File: config.mk
export PLATFORM = sky130hd
export DESIGN_NAME = alu_result_stage_flat
export DESIGN_NICKNAME = d
export VERILOG_FILES = /design/src/rtl/alu_result_stage_if.sv /design/src/rtl/alu_result_stage.sv /design/src/flat_wrapper.sv
export SDC_FILE = /design/constraint.sdc
export NUM_CORES = 1
export LEC_CHECK = 0
export ABC_AREA = 1
export BUFFER_PORTS_ARGS = -buffer_cell sky130_fd_sc_hd__buf_2
export CELL_PAD_IN_SITES_DETAIL_PLACEMENT = 0
export CELL_PAD_IN_SITES_GLOBAL_PLACEMENT = 1
export CORE_MARGIN = 5
export CORE_UTILIZATION = 38
export CTS_CLUSTER_DIAMETER = 40
export DETAILED_ROUTE_END_ITERATION = 10
export PLACE_DENSITY = 0.79
export SYNTH_ARGS = -nofsm -noshare
export SYNTH_HDL_FRONTEND = slang
export SYNTH_SLANG_ARGS = --single-unit
export TNS_END_PERCENT = 50
File: constraint.sdc
create_clock -name clk -period 1.8 [get_ports clk]
set_input_delay 0.36 -clock clk [delete_from_list [all_inputs] [get_ports clk]]
set_output_delay 0.36 -clock clk [all_outputs]
set_load 0.05 [all_outputs]
File: src/rtl/alu_result_stage_if.sv
// Handshake bundle between the ALU functional units, this result stage and writeback.
interface alu_result_stage_if #(
    parameter int WIDTH = 5,
    parameter int RD_W  = 3
);
    logic             in_valid;
    logic             in_ready;
    logic [WIDTH-1:0] in_z;
    logic             in_cf;
    logic             in_sf;
    logic             in_zf;
    logic [RD_W-1:0]  in_rd;
    logic             in_flag_we;
    logic             out_valid;
    logic             out_ready;
    logic [WIDTH-1:0] out_z;
    logic [RD_W-1:0]  out_rd;

    modport master (
        output in_valid, in_z, in_cf, in_sf, in_zf, in_rd, in_flag_we, out_ready,
        input  in_ready, out_valid, out_z, out_rd
    );

    modport slave (
        input  in_valid, in_z, in_cf, in_sf, in_zf, in_rd, in_flag_we, out_ready,
        output in_ready, out_valid, out_z, out_rd
    );
endinterface

File: src/rtl/alu_result_stage.sv
// In-order result FIFO between the ALU units and writeback, plus the
// architectural flag register and a retired-result counter.
module alu_result_stage #(
    parameter int WIDTH = 5,
    parameter int RD_W  = 3,
    parameter int DEPTH = 4
) (
    input  logic                clk,
    input  logic                rst,
    alu_result_stage_if.slave   bus,
    input  logic                flags_clr,
    output logic [2:0]          flags,
    output logic [7:0]          retired
);
    localparam int AW = $clog2(DEPTH);

    logic [WIDTH-1:0] mem_z  [DEPTH];
    logic [RD_W-1:0]  mem_rd [DEPTH];
    logic [AW-1:0]    wptr, rptr;
    logic [AW:0]      count;
    logic             push, pop;

    // in_ready depends only on occupancy, never on out_ready.
    assign bus.in_ready  = (count < (AW+1)'(DEPTH));
    assign bus.out_valid = (count != '0);
    assign bus.out_z     = bus.out_valid ? mem_z[rptr]  : '0;
    assign bus.out_rd    = bus.out_valid ? mem_rd[rptr] : '0;

    assign push = bus.in_valid  && bus.in_ready;
    assign pop  = bus.out_valid && bus.out_ready;

    always_ff @(posedge clk) begin
        if (push) begin
            mem_z[wptr]  <= bus.in_z;
            mem_rd[wptr] <= bus.in_rd;
        end
    end

    always_ff @(posedge clk) begin
        if (rst) begin
            wptr    <= '0;
            rptr    <= '0;
            count   <= '0;
            retired <= '0;
        end else begin
            if (push) wptr <= wptr + 1'b1;
            if (pop) begin
                rptr    <= rptr + 1'b1;
                retired <= retired + 8'd1;
            end
            case ({push, pop})
                2'b10:   count <= count + 1'b1;
                2'b01:   count <= count - 1'b1;
                default: count <= count;
            endcase
        end
    end

    // Flags track issue order, so they update on accepted push, not on pop.
    always_ff @(posedge clk) begin
        if (rst)                         flags <= 3'b000;
        else if (flags_clr)              flags <= 3'b000;
        else if (push && bus.in_flag_we) flags <= {bus.in_cf, bus.in_sf, bus.in_zf};
    end
endmodule

File: src/flat_wrapper.sv
// flat-port wrapper written by rule: the top's interface ports become plain ports
module alu_result_stage_flat 
#(
    parameter int WIDTH = 5,
    parameter int RD_W  = 3,
    parameter int DEPTH = 4
)
  (clk, rst, flags_clr, flags, retired, bus_in_valid, bus_in_z, bus_in_cf, bus_in_sf, bus_in_zf, bus_in_rd, bus_in_flag_we, bus_out_ready, bus_in_ready, bus_out_valid, bus_out_z, bus_out_rd);
  alu_result_stage_if #(.WIDTH(WIDTH), .RD_W(RD_W)) bus_i ();
  input  logic clk;
  input  logic rst;
  input  logic flags_clr;
  output logic [2:0] flags;
  output logic [7:0] retired;
  input wire logic [$bits(bus_i.in_valid)-1:0] bus_in_valid;
  input wire logic [$bits(bus_i.in_z)-1:0] bus_in_z;
  input wire logic [$bits(bus_i.in_cf)-1:0] bus_in_cf;
  input wire logic [$bits(bus_i.in_sf)-1:0] bus_in_sf;
  input wire logic [$bits(bus_i.in_zf)-1:0] bus_in_zf;
  input wire logic [$bits(bus_i.in_rd)-1:0] bus_in_rd;
  input wire logic [$bits(bus_i.in_flag_we)-1:0] bus_in_flag_we;
  input wire logic [$bits(bus_i.out_ready)-1:0] bus_out_ready;
  output wire logic [$bits(bus_i.in_ready)-1:0] bus_in_ready;
  output wire logic [$bits(bus_i.out_valid)-1:0] bus_out_valid;
  output wire logic [$bits(bus_i.out_z)-1:0] bus_out_z;
  output wire logic [$bits(bus_i.out_rd)-1:0] bus_out_rd;
  assign bus_i.in_valid = bus_in_valid;
  assign bus_i.in_z = bus_in_z;
  assign bus_i.in_cf = bus_in_cf;
  assign bus_i.in_sf = bus_in_sf;
  assign bus_i.in_zf = bus_in_zf;
  assign bus_i.in_rd = bus_in_rd;
  assign bus_i.in_flag_we = bus_in_flag_we;
  assign bus_i.out_ready = bus_out_ready;
  assign bus_in_ready = bus_i.in_ready;
  assign bus_out_valid = bus_i.out_valid;
  assign bus_out_z = bus_i.out_z;
  assign bus_out_rd = bus_i.out_rd;
  alu_result_stage #(.WIDTH(WIDTH), .RD_W(RD_W), .DEPTH(DEPTH)) u_core (.clk(clk), .rst(rst), .bus(bus_i), .flags_clr(flags_clr), .flags(flags), .retired(retired));
endmodule
==> results.sh <==
export IMPL_antenna_cells=0
export IMPL_r2r_setup_slack_ns=0.17
export IMPL_grt_busiest_layer="met2"
export IMPL_gr_total_overflow=0
export IMPL_synthSimpleGateAreaFrac_pct=15.1
export IMPL_placedInstanceArea_mm2=0.00254
export IMPL_final_cell_mix="nor2_1, edfxtp_1, buf_2"
export IMPL_final_util_pct=47.8
export IMPL_final_common_cell="nor2_1"
export IMPL_wl_per_cell_um=12.0
export IMPL_synth_seq_cells=52
export IMPL_clockBufferDepth=2
export IMPL_drc=0
export IMPL_hold_violations=0
export IMPL_area_delta_synth_final_pct=24.3
export IMPL_cp_max_fo=16
export IMPL_path_clk_slew_ns=0.09
export IMPL_nFillCells=561
export IMPL_path_class="flip-flop to output port"
export IMPL_r2r_end="u_core.count[2]"
export IMPL_netlist_instances=229
export IMPL_grt_pass1_wl_um=7110
export IMPL_die_height_um=86.8
export IMPL_yosysSeqAreaShare_pct=60.8
export IMPL_end_kind="output port"
export IMPL_power_leakage_uw=0.00111
export IMPL_multi_input_area_um2=763
export IMPL_grt_pass1_vias=1539
export IMPL_ctsHoldBuffers=0
export IMPL_use_met2_pct=20.4
export IMPL_cp_data_arrival_time_ns=1.43
export IMPL_r2r_start="u_core.count[2]"
export IMPL_ant_nets=0
export IMPL_fin_skew_ns=0.00435
export IMPL_cts_sinks=52
export IMPL_clk_latency_ns=0.30
export IMPL_syn_area_mm2=0.00224
export IMPL_synth_enable_flop_cells=32
export IMPL_grt_max_degree=17
export IMPL_synth_area_leaders="edfxtp_1, dfxtp_1, nor2_1"
export IMPL_place_ws_ns=0.0750
export IMPL_synthMuxAreaShare_pct=0
export IMPL_final_max_slew_viol_count=0
export IMPL_finalNetCount=302
export IMPL_required_ns=1.44
export IMPL_drt_first_pass_iters=4
export IMPL_start_util_pct=38.5
export IMPL_core_area_mm2=0.00582
export IMPL_startpoint_type="flip-flop"
export IMPL_outcome="finished, final reports clean"
export IMPL_ys_types=20
export IMPL_layout_drive_gt1_share_pct=31.2
export IMPL_max_cap_violations=0
export IMPL_hold_end="u_core.rptr[1]"
export IMPL_dieWidth_um=86.8
export IMPL_avgSynthCellArea_um2=9.77
export IMPL_root_buffer="clkbuf_8"
export IMPL_dr_total_vias=1638
export IMPL_netlist_area_leader_share_pct=42.9
export IMPL_drt_wl_total_um=4260
export IMPL_yosysWarnings=0
export IMPL_min_period_ns=1.79
export IMPL_die_area_mm2=0.00753
export IMPL_synthXorXnorAreaFrac_pct=0.391
export IMPL_ff2ff_path_depth=9
export IMPL_cts_buffers=5
export IMPL_portBuffers=37
export IMPL_synth_compound_area_share_pct=12.4
export IMPL_ir_worst_vdd_mv=0.881
export IMPL_drt_initial_drc_count=74
export IMPL_track_usage_pct=12.4
export IMPL_grt_util_met1_pct=15.1
export IMPL_fin_ws_ns=0.0114
export IMPL_synth_adder_area_share_pct=4.25
export IMPL_cts_tree="built"
export IMPL_ys_flop_type="edfxtp_1"
export IMPL_dp_hpwl_um=2960
export IMPL_hold_start="rst"
export IMPL_gp_congestion=0.753
export IMPL_finalSetupTns_ns=0
export IMPL_vias_per_cell=4.63
export IMPL_p_per_area_mw_per_mm2=1510
export IMPL_h_tree_depth=2
export IMPL_ios=38
export IMPL_hold_path_depth=2
export IMPL_num_rows=28
export IMPL_synth_top_family_by_area="simple AND/OR/NAND/NOR gates"
export IMPL_worstMarginPinSlew_ns=0.469
export IMPL_relSlewSlack_pct=68.7
export IMPL_grtUsageMet3_pct=4.28
export IMPL_antenna_found_initial=0
export IMPL_fin_crit_sh_pct=99.4
export IMPL_max_freq_ghz=0.559
export IMPL_regArea_mm2=0.00137
export IMPL_rsz0062_at_grt="yes"
export IMPL_yosys_area_top_type="edfxtp_1"
export IMPL_async_reset_ff_share_pct=0
export IMPL_final_area_mm2=0.00278
export IMPL_mappedNetlistNets=253
export IMPL_finalSetupViolCount=0
export IMPL_hold_ws_ns=0.247
export IMPL_holdCritPathClass="primary input to flip-flop"
==> Yosys cell counts (2+ instances only) <==
cell and count:
nor2_1 50, edfxtp_1 32, inv_1 25, a21oi_1 23, o21ai_0 22, nand2_1 21
dfxtp_1 20, nand3_1 8, ha_1 6, nand2_2 4, o21ai_2 4, buf_6 3
a21oi_2 2, buf_2 2, inv_2 2
==> worst max path at each step <==
stage,start,endpoint
4_1_cts,flip-flop,bus_out_z[2]
5_1_grt,flip-flop,bus_out_z[4]
6_report,flip-flop,bus_out_z[4]
2_1_floorplan,u_core.count[2],bus_out_rd[0]
3_5_place_dp,bus_out_ready,u_core.count[2]
3_3_place_gp,bus_out_ready,u_core.count[2]
==> state kept, by name, summed over array words and instances, names as in the netlist, named ones only <==
register	flops
u_core.rptr	2
u_core.count	3
u_core.wptr	2
u_core.flags	3
u_core.retired	8
u_core.mem_z	20
u_core.mem_rd	12
==> worst max-delay path, stage by stage (launching register included) <==
cell and delay [ns]:
dfxtp_4 0.39, clkinv_2 0.21, o21ai_1 0.28, a21oi_2 0.09
buf_6 0.16
==> area by class of cell <==
cell class	count	share of cell area [%]
inverters	27	3.82
repair buffers	49	12.3
clock inverters	3	1.53
multi-input cells	143	27.4
flip-flops and latches	52	49.1
clock buffers	5	2.47
well taps	75	3.37
==> metal layers <==
metal,vias to the layer above,share of wire [%]
met2,35,49
li1,849,-
met1,747,44
met3,7,5.5
met4,0,1.7
met5,-,0
==> where the power goes <==
| group | total (µW) | leakage, µW | internal [µW] | switching (µW) |
|---|---|---|---|---|
| clock | 780 | 0.0000541 | 411 | 368 |
| sequential | 1510 | 0.000458 | 1430 | 81.6 |
| combinational | 1910 | 0.000600 | 637 | 1280 |
==> cells by family after synthesis <==
family | after synthesis
AO/OA/AOI/OAI | 51
XOR/XNOR | 1
buffers and inverters | 34
adder cells (fa/ha/maj) | 7
flip-flops | 52
AND/OR/NAND/NOR | 84
==> per-stage QoR <==
stage / instances / power [µW]
after floorplan: 229 / 2740
after global placement: 345 / 3090
after detailed placement: 345 / 3100
after CTS: 354 / 4190
after global routing: 354 / 4460
final: 354 / 4200
==> timing repair <==
| item | CTS | global route |
|---|---|---|
| hold endpoints to repair | 0 | 0 |
| resized for setup | 25 | 25 |
| cloned | 0 | 0 |
| buffers inserted | 1 | 0 |
| pin swaps | 0 | 4 |
| endpoints found under the setup margin | 8 | 9 |
Note: power is estimated with default switching activity, not from simulation.
